## src/rtl/branch_predictor_updater_pkg.sv

```systemverilog
// Shared branch-predictor types: PHT/GHR paths, update entry, counter constants
// and the configuration values the predictor blocks take their defaults from.
package branch_predictor_updater_pkg;

   // Micro-architecture configuration
   localparam int unsigned CONF_PHT_ENTRY_NUM            = 2048;
   localparam int unsigned CONF_GLOBAL_HISTORY_BIT_WIDTH = 5;
   localparam int unsigned CONF_COMMIT_WIDTH             = 2;
   localparam int unsigned CONF_UPDATE_QUEUE_ENTRY_NUM   = 8;

   localparam int unsigned PHT_INDEX_BIT_WIDTH = $clog2(CONF_PHT_ENTRY_NUM);

   typedef logic [PHT_INDEX_BIT_WIDTH-1:0]           PHT_IndexPath;
   typedef logic [1:0]                               PHT_EntryPath;
   typedef logic [CONF_GLOBAL_HISTORY_BIT_WIDTH-1:0] BranchGlobalHistoryPath;

   typedef struct packed {
      PHT_IndexPath index;
      logic         taken;
   } BranchUpdateEntry;

   localparam PHT_EntryPath PHT_ENTRY_STRONGLY_NOT_TAKEN = 2'd0;
   localparam PHT_EntryPath PHT_ENTRY_STRONGLY_TAKEN     = 2'd3;

   // Saturating 2-bit counter step
   function automatic PHT_EntryPath pht_counter_next(input PHT_EntryPath old, input logic taken);
      PHT_EntryPath r;
      if (taken) r = (old == PHT_ENTRY_STRONGLY_TAKEN)     ? old : PHT_EntryPath'(old + 2'd1);
      else       r = (old == PHT_ENTRY_STRONGLY_NOT_TAKEN) ? old : PHT_EntryPath'(old - 2'd1);
      return r;
   endfunction

endpackage

```

## src/rtl/branch_predictor_updater_queue.sv

```systemverilog
// Multi-push, single-pop circular queue of branch updates. Valid lanes are
// compressed so entries stay contiguous. The head entry is presented from a
// register loaded with the next-cycle head, so a push at cycle t is visible
// at the head output in cycle t+1.
module branch_update_queue
   import branch_predictor_updater_pkg::*;
#(
   parameter  int unsigned ENTRY_NUM = CONF_UPDATE_QUEUE_ENTRY_NUM,
   parameter  int unsigned WIDTH     = CONF_COMMIT_WIDTH,
   parameter  int unsigned IW        = PHT_INDEX_BIT_WIDTH,
   localparam int unsigned CW        = $clog2(ENTRY_NUM + 1)
)(
   input  logic                clk,
   input  logic                rst,
   input  logic [WIDTH-1:0]    i_push_valid,
   input  logic [WIDTH*IW-1:0] i_push_index,
   input  logic [WIDTH-1:0]    i_push_taken,
   input  logic                i_pop,
   output logic                o_ready,
   output logic [CW-1:0]       o_count,
   output logic                o_head_valid,
   output logic [IW-1:0]       o_head_index,
   output logic                o_head_taken
);
   localparam int unsigned PW = $clog2(ENTRY_NUM);

   typedef struct packed {
      logic [IW-1:0] index;
      logic          taken;
   } entry_t;

   entry_t           r_mem [ENTRY_NUM];
   logic [PW-1:0]    r_head, r_tail, w_head_next;
   logic [CW-1:0]    r_count, w_count_next, w_remain;
   logic             r_head_valid;
   entry_t           r_head_entry, w_head_entry_next;
   logic [WIDTH-1:0] w_accept;
   entry_t           w_cmp [WIDTH];
   int unsigned      w_num;
   logic             w_pop;

   assign o_ready      = (ENTRY_NUM - 32'(r_count)) >= WIDTH;
   assign o_count      = r_count;
   assign o_head_valid = r_head_valid;
   assign o_head_index = r_head_entry.index;
   assign o_head_taken = r_head_entry.taken;

   // Compress accepted lanes into consecutive slots, preserving lane order
   always_comb begin
      w_accept = i_push_valid & {WIDTH{o_ready}};
      w_num    = 0;
      for (int unsigned k = 0; k < WIDTH; k++) w_cmp[k] = '0;
      for (int unsigned l = 0; l < WIDTH; l++) begin
         if (w_accept[l]) begin
            for (int unsigned k = 0; k < WIDTH; k++) begin
               if (k == w_num) begin
                  w_cmp[k].index = i_push_index[l*IW +: IW];
                  w_cmp[k].taken = i_push_taken[l];
               end
            end
            w_num = w_num + 1;
         end
      end
   end

   // Next occupancy and next head entry (from storage, or bypassed from this cycle's first push)
   always_comb begin
      w_pop             = i_pop && r_head_valid;
      w_head_next       = r_head + PW'(w_pop);
      w_remain          = r_count - CW'(w_pop);
      w_count_next      = w_remain + CW'(w_num);
      w_head_entry_next = (w_remain != '0) ? r_mem[w_head_next] : w_cmp[0];
   end

   // Entry storage; contents are don't-care until written
   always_ff @(posedge clk) begin
      for (int unsigned k = 0; k < WIDTH; k++) begin
         if (k < w_num) r_mem[r_tail + PW'(k)] <= w_cmp[k];
      end
   end

   // Pointers, occupancy and registered head
   always_ff @(posedge clk) begin
      if (rst) begin
         r_head       <= '0;
         r_tail       <= '0;
         r_count      <= '0;
         r_head_valid <= 1'b0;
         r_head_entry <= '0;
      end else begin
         r_head       <= w_head_next;
         r_tail       <= r_tail + PW'(w_num);
         r_count      <= w_count_next;
         r_head_valid <= (w_count_next != '0);
         r_head_entry <= w_head_entry_next;
      end
   end

endmodule

```

## src/rtl/branch_predictor_updater.sv

```systemverilog
// Commit-side PHT updater: queues resolved branch outcomes, runs a two-stage
// read-modify-write on the PHT update port with W->R forwarding, and keeps
// the committed global history.
module branch_predictor_updater
   import branch_predictor_updater_pkg::*;
#(
   parameter  int unsigned PHT_ENTRY_NUM            = CONF_PHT_ENTRY_NUM,
   parameter  int unsigned GLOBAL_HISTORY_BIT_WIDTH = CONF_GLOBAL_HISTORY_BIT_WIDTH,
   parameter  int unsigned UPDATE_WIDTH             = CONF_COMMIT_WIDTH,
   parameter  int unsigned QUEUE_ENTRY_NUM          = CONF_UPDATE_QUEUE_ENTRY_NUM,
   localparam int unsigned IW                       = $clog2(PHT_ENTRY_NUM),
   localparam int unsigned GW                       = GLOBAL_HISTORY_BIT_WIDTH
)(
   input  logic                       clk,
   input  logic                       rst,
   input  logic [UPDATE_WIDTH-1:0]    upd_valid,
   input  logic [UPDATE_WIDTH*IW-1:0] upd_index,
   input  logic [UPDATE_WIDTH-1:0]    upd_taken,
   output logic                       upd_ready,
   output logic                       pht_rd_en,
   output logic [IW-1:0]              pht_rd_addr,
   input  logic [1:0]                 pht_rd_data,
   output logic                       pht_wr_en,
   output logic [IW-1:0]              pht_wr_addr,
   output logic [1:0]                 pht_wr_data,
   output logic [GW-1:0]              commit_ghr,
   output logic                       queue_empty
);
   localparam int unsigned CW = $clog2(QUEUE_ENTRY_NUM + 1);

   logic [CW-1:0] w_count;
   logic          w_rd_valid;
   logic [IW-1:0] w_rd_index;
   logic          w_rd_taken;

   logic          r_w_valid;
   logic [IW-1:0] r_w_index;
   logic          r_w_taken;
   logic          r_fwd_valid;
   PHT_EntryPath  r_fwd_data;
   PHT_EntryPath  w_old;
   logic [GW-1:0] r_ghr, w_ghr_next;

   branch_update_queue #(
      .ENTRY_NUM (QUEUE_ENTRY_NUM),
      .WIDTH     (UPDATE_WIDTH),
      .IW        (IW)
   ) u_queue (
      .clk          (clk),
      .rst          (rst),
      .i_push_valid (upd_valid),
      .i_push_index (upd_index),
      .i_push_taken (upd_taken),
      .i_pop        (w_rd_valid),
      .o_ready      (upd_ready),
      .o_count      (w_count),
      .o_head_valid (w_rd_valid),
      .o_head_index (w_rd_index),
      .o_head_taken (w_rd_taken)
   );

   // R stage is the registered queue head; it is consumed every cycle it is valid
   assign pht_rd_en   = w_rd_valid;
   assign pht_rd_addr = w_rd_index;
   assign pht_wr_en   = r_w_valid;
   assign pht_wr_addr = r_w_index;
   assign commit_ghr  = r_ghr;
   assign queue_empty = (w_count == '0) && !r_w_valid;

   // W stage: the counter read returns during this stage, so the write data is
   // formed from it directly; a same-index write last cycle overrides the stale read
   always_comb begin
      w_old       = r_fwd_valid ? r_fwd_data : pht_rd_data;
      pht_wr_data = r_w_valid ? pht_counter_next(w_old, r_w_taken) : '0;
   end

   // Committed history: shift in each accepted lane's outcome in lane order
   always_comb begin
      w_ghr_next = r_ghr;
      for (int unsigned l = 0; l < UPDATE_WIDTH; l++) begin
         if (upd_valid[l] && upd_ready) w_ghr_next = {w_ghr_next[GW-2:0], upd_taken[l]};
      end
   end

   // R->W pipeline register, forwarding capture and GHR
   always_ff @(posedge clk) begin
      if (rst) begin
         r_w_valid   <= 1'b0;
         r_w_index   <= '0;
         r_w_taken   <= 1'b0;
         r_fwd_valid <= 1'b0;
         r_fwd_data  <= '0;
         r_ghr       <= '0;
      end else begin
         r_w_valid   <= w_rd_valid;
         r_w_index   <= w_rd_index;
         r_w_taken   <= w_rd_taken;
         r_fwd_valid <= r_w_valid && w_rd_valid && (r_w_index == w_rd_index);
         r_fwd_data  <= pht_wr_data;
         r_ghr       <= w_ghr_next;
      end
   end

endmodule

```

## config.mk

```make
export PLATFORM = sky130hd
export DESIGN_NAME = branch_predictor_updater
export DESIGN_NICKNAME = d
export VERILOG_FILES = /design/src/rtl/branch_predictor_updater_pkg.sv /design/src/rtl/branch_predictor_updater_queue.sv /design/src/rtl/branch_predictor_updater.sv
export SDC_FILE = /design/constraint.sdc
export NUM_CORES = 1
export LEC_CHECK = 0
export BUFFER_PORTS_ARGS = -buffer_cell sky130_fd_sc_hd__buf_2
export CAP_MARGIN = 25
export CELL_PAD_IN_SITES_DETAIL_PLACEMENT = 0
export CELL_PAD_IN_SITES_GLOBAL_PLACEMENT = 1
export CORE_ASPECT_RATIO = 1.5
export CORE_UTILIZATION = 44
export CTS_BUF_LIST = sky130_fd_sc_hd__clkbuf_4 sky130_fd_sc_hd__clkbuf_8 sky130_fd_sc_hd__clkbuf_16
export DETAILED_ROUTE_END_ITERATION = 12
export GPL_TIMING_DRIVEN = 0
export HOLD_SLACK_MARGIN = 0.1
export PLACE_DENSITY_LB_ADDON = 0.1
export SYNTH_ARGS = -nofsm -noshare
export SYNTH_HDL_FRONTEND = slang
export SYNTH_SLANG_ARGS = --single-unit
```

## constraint.sdc

```tcl
create_clock -name clk -period 3.4 [get_ports clk]
set_input_delay 0.34 -clock clk [delete_from_list [all_inputs] [get_ports clk]]
set_output_delay 0.34 -clock clk [all_outputs]
set_load 0.02 [all_outputs]
```

== Word level (Yosys, flattened, before mapping) ==
Memories as Yosys holds them, arrays and structs flattened.
Index checks and enable logic that the tools add are counted.

* Register bits: 44
* Bits in writable memories: 96
* Bits of input ports: 30
* Output and inout bits: 33
* Logic and storage cells: 60
* Memories kept: 1

* $add $sub $neg: 9
* $lt $le $gt $ge: 3
* Equality and inequality tests: 3
* Muxes and demuxes: 18
* Bitwise gates (word level): 1
* Reductions and logical operators: 12

{| class="wikitable"
|+ Memories
! memory !! depth !! bits a word !! read ports !! clocked after memory_dff !! write ports !! RTL line !! text
|-
| u_queue.r_mem || 8 || 12 || 1 || 0 || 2 || branch_predictor_updater_queue.sv:32 || <nowiki>entry_t r_mem [ENTRY_NUM];</nowiki>
|}

{| class="wikitable"
|+ Operators by type and width
! kind !! count
|-
| 1-bit by 32-bit < comparator with 1-bit output (first input constant) || 2
|-
| 12-bit two-way mux || 4
|-
| 32-bit by 2-bit >= comparator with 1-bit output (second input constant) || 1
|-
| 32-bit zero test || 1
|-
| 32-bit two-way mux || 1
|-
| 24-bit two-way mux || 1
|-
| 11-bit == test || 1
|-
| 2-bit two-way mux || 5
|-
| 5-bit two-way mux || 2
|-
| 4-bit nonzero test || 2
|-
| 1-bit logical AND || 5
|-
| 1-bit two-way mux || 5
|-
| 4-bit by 4-bit subtractor with 5-bit output (first input constant) || 1
|-
| 4-bit adder || 1
|-
| 4-bit zero test || 1
|-
| 4-bit by 1-bit subtractor with 4-bit output || 1
|-
| 3-bit by 1-bit adder with 3-bit output || 1
|-
| 3-bit by 1-bit adder with 3-bit output (second input constant) || 1
|-
| 3-bit adder || 1
|-
| 1-bit by 1-bit adder with 2-bit output (second input constant) || 1
|-
| 2-bit by 1-bit adder with 2-bit output (second input constant) || 1
|-
| 2-bit bitwise AND || 1
|-
| 2-bit == test (second input constant) || 1
|-
| 2-bit zero test || 1
|-
| 4 further kinds || 4
|}

== Logic depth before layout (Yosys ltp) ==
* Word-level depth: 9
* Gate-level depth with buffers: 16

== By module ==
Synthesis repeated with hierarchy kept, for this count alone.

* Cell total of the unflattened synthesis: 783
* Area, all modules: 7624.8 um^2

{| class="wikitable"
|+ By module, submodules not included
! module !! instances !! cells each !! area an instance (um^2) !! sequential area each (um^2)
|-
| branch_update_queue || 1 || 689 || 6675.2 || 3343.2
|-
| branch_predictor_updater || 1 || 94 || 949.7 || 420.4
|}

== Least setup slack after synthesis ==
OpenSTA, ideal clock, no wires.

* Kind: flip-flop to flip-flop
* Start: register u_queue.r_count[1] (netlist: u_queue.o_count[1])
* End: memory u_queue.r_mem[1][0] in the netlist's numbering (enable)
* Data arrival time: 3.394 ns
* Data required time: 2.984 ns
* Path slack: -0.410 ns
* Stages on the path, launching flop included: 15
* Buffers on the path: 4
* Clock period less this slack: 3.810 ns
* Path through: dfxtp_1 > inv_1 > ha_1 > or2_2 > buf_1 > nor2_2 > clkinv_1 > and2_1 > ha_1 > buf_4 > nor3b_1 > nand2_1 > buf_2 > buf_2 > o21ai_0

{| class="wikitable"
|+ RTL lines
! element !! RTL line !! text
|-
| start: declaration || branch_predictor_updater_queue.sv:34 || <nowiki>logic [CW-1:0] r_count, w_count_next, w_remain;</nowiki>
|-
| start signal: assignment || branch_predictor_updater_queue.sv:93 || <nowiki>r_count <= w_count_next;</nowiki>
|-
| end: declaration || branch_predictor_updater_queue.sv:32 ||
|}

==> flow_metrics.env <==
export IMPL_rr_worst_depth=13
export IMPL_ys_types=56
export IMPL_fp_dieW_um=117
export IMPL_placedCellCount=1112
export IMPL_routed_wl_mm=30.4
export IMPL_outcome="completed"
export IMPL_intPower_mw=5.24
export IMPL_portBuffers=62
export IMPL_fin_crit_sh=0.967
export IMPL_io_pins=63
export IMPL_drive_above_1_share=0.342
export IMPL_sw_frac_of_total=0.428
export IMPL_skew_ps=9.20
export IMPL_irDropWorstVdd_mv=0.399
export IMPL_synth_area_sq_um=8740
export IMPL_r2r_end="u_queue.r_mem[6][3]"
export IMPL_grt_pass1_wl_mm=44.0
export IMPL_place_ws_ps=-1310
export IMPL_grt_max_degree=20
export IMPL_stdcell_count=1149
export IMPL_die_h_um=175
export IMPL_place_hpwl_mm=21.8
export IMPL_ys_seq_area_frac=0.431
export IMPL_leakagePower_nw=3.95
export IMPL_grt_pass1_vias=7179
export IMPL_synth_area_leader_cell="edfxtp_1"
export IMPL_wl_per_cell_um=26.4
export IMPL_layout_common_cells="105 x nor2_1, 96 x edfxtp_1, 92 x mux2_2"
export IMPL_cts_buffers=17
export IMPL_n_antenna_cell=0
export IMPL_r2r_start="u_queue.o_count[0]"
export IMPL_clockPowerShare=0.204
export IMPL_tightestPinTransition_ps=912
export IMPL_synth_ff_type="edfxtp_1"
export IMPL_cts_tree="yes"
export IMPL_crit_arrival_ps=3490
export IMPL_drc=0
export IMPL_yosys_warnings=0
export IMPL_path_class="reg2reg"
export IMPL_max_freq_ghz=0.304
export IMPL_start_kind="flip-flop"
export IMPL_numClockSinks=140
export IMPL_worst_slack_ps=112
export IMPL_p_seq_frac=0.285
export IMPL_cts_max_level=4
export IMPL_hold_class="in2reg"
export IMPL_synth_top_area_share=0.330
export IMPL_drv_cap=0
export IMPL_critPathLaunch="u_queue.o_count[0]"
export IMPL_final_setup_viol_count=0
export IMPL_cts_hold_buffers=0
export IMPL_hold_viol=0
export IMPL_grt_use_total=0.309
export IMPL_layout_commonest_cell="nor2_1"
export IMPL_ys_seq_elements=140
export IMPL_grt_use_met3=0.0565
export IMPL_ant_nets=0
export IMPL_powerDensity_nw_per_um2=891
export IMPL_vias=7146
export IMPL_dr_pass1_iters=8
export IMPL_endpoint_kind="flip-flop"
export IMPL_groute_layer_met2_usage=0.534
export IMPL_initial_core_util=0.452
export IMPL_rsz0062_at_grt="no"
export IMPL_min_period_ps=3290
export IMPL_coreArea_sq_um=19300
export IMPL_gp_congestion=0.923
export IMPL_p_sw_mw=3.92
export IMPL_syn_instance_count=789
export IMPL_vias_per_cell=6.22
export IMPL_top_usage_layer="met2"
export IMPL_relSlewSlack=0.392
export IMPL_layout_nets=925
export IMPL_netlist_top_cells_area="edfxtp_1 33%, mux2_2 12%, dfxtp_1 10%, a22oi_1 7.7%, mux4_2 6.2%"
export IMPL_dieArea_sq_um=20400
export IMPL_synth_avg_cell_area_sq_um=11.1
export IMPL_rows=62
export IMPL_cp_required_ps=3600
export IMPL_cts_path_max_buffers=2
export IMPL_reg2reg_slack_ps=110
export IMPL_clk_pin_slew_ps=60
export IMPL_syn2layout_area_growth_pct=17.7
export IMPL_met1_usage=0.335
export IMPL_comb_power_share=0.511
export IMPL_synth_edff_count=96
export IMPL_drv_slew=0
export IMPL_critPathCapture="u_queue.r_mem[6][3]"
export IMPL_critPathMaxFanout=10
export IMPL_gr_total_overflow=0
export IMPL_antenna_found_initial=1
export IMPL_fill_cells=1722
export IMPL_clk_latency_ps=440
export IMPL_drt_iter0_drc=627
export IMPL_syn_num_nets=834
export IMPL_cts_root_buf="clkbuf_16"
export IMPL_async_flop_share=0
## state kept, by name, indices dropped and copies added, names as in the netlist
register,cells
u_queue.o_head_taken,1
u_queue.r_head,3
pht_wr_addr,11
u_queue.o_count,4
u_queue.r_tail,3
r_w_taken,1
r_fwd_valid,1
pht_wr_en,1
u_queue.o_head_valid,1
commit_ghr,5
u_queue.r_mem,96
r_fwd_data,2
u_queue.o_head_index,11
## power by group through the flow
stage                     Clock [mW]  Combinational (mW)  Sequential, mW
after floorplan                    0                2.84            2.71
final                           1.87                4.68            2.61
after global placement             0                4.29            2.63
after global routing            1.94                4.96            2.66
after detailed placement           0                4.39            2.64
after CTS                       1.87                4.59            2.61
## metal layers
layer,up-vias,part of all wire
li1,3131,-
met1,3502,0.35
met2,397,0.51
met3,116,0.068
met4,0,0.071
met5,-,0
## synth_stat cells (all sizes together) (6+ instances only)
| master | number |
|---|---|
| dfxtp | 44 |
| nor2b | 46 |
| mux2i | 6 |
| o21ai | 21 |
| a21o | 13 |
| inv | 8 |
| mux4 | 24 |
| and2 | 18 |
| a22oi | 96 |
| nand2 | 13 |
| nand2b | 6 |
| ha | 14 |
| a211oi | 13 |
| buf | 40 |
| xnor2 | 16 |
| a21oi | 10 |
| clkbuf | 49 |
| mux2 | 101 |
| a221oi | 12 |
| edfxtp | 96 |
| nor2 | 106 |
## per-stage QoR
step           area, sq um   util  setup TNS (ps)  total power, mW  hold WS (ps)
6_report             10300  0.532               0             9.16           139
5_1_grt              10300  0.532               0             9.57           169
4_1_cts              10200  0.530          -0.810             9.07           135
3_5_place_dp          9450  0.489         -180810             7.03           425
3_3_place_gp          9380  0.486         -191410             6.92           424
2_1_floorplan         8750      -               0             5.55           414
## final cells by class
class | count | area, sq um | share of cell area
Clock inverter | 14 | 135 | 0.0131
Clock buffer | 18 | 450 | 0.0438
Timing Repair Buffer | 74 | 432 | 0.0420
Multi-Input combinational cell | 551 | 4670 | 0.455
Inverter | 9 | 38.8 | 0.00377
Sequential cell | 140 | 3770 | 0.366
Tap cell | 256 | 320 | 0.0312
Buffer | 87 | 464 | 0.0452
## worst min path at each step
| stage | start | endpoint | cells past startpoint |
|---|---|---|---|
| finish | rst | pht_wr_en | 2 |
| global placement | u_queue.o_head_taken | r_w_taken | 1 |
| detailed placement | u_queue.o_head_taken | r_w_taken | 1 |
| CTS | rst | pht_wr_en | 2 |
| floorplan | u_queue.o_head_taken | r_w_taken | 1 |
| global route | rst | pht_wr_en | 2 |
## cells by family after synthesis
group           count (synthesis)  synth area share
simple gates                  210             0.122
compound gates                175             0.148
flops                         140             0.431
mux                           131             0.202
buf+inv                        98            0.0510
xor+xnor                       18            0.0223
fa+ha+maj                      17            0.0246
## critical path, cell delays in order (launching register included)
cell and delay, ps:
dfxtp_2 320, inv_1 100, ha_2 270, or2_2 350, nor2_4 140, clkinv_4 100, and2_1 190, ha_1 210
buf_6 140, nand4_4 170, buf_6 200, buf_2 350, o21ai_2 260, buf_6 220
## repair_timing
action	in CTS	in global routing
hold endpoints to repair	0	0
endpoints found under the setup margin	192	111
gates resized for setup	40	9
pin swaps	3	2
buffers inserted	7	0
Power figures use the tool's default switching activity.
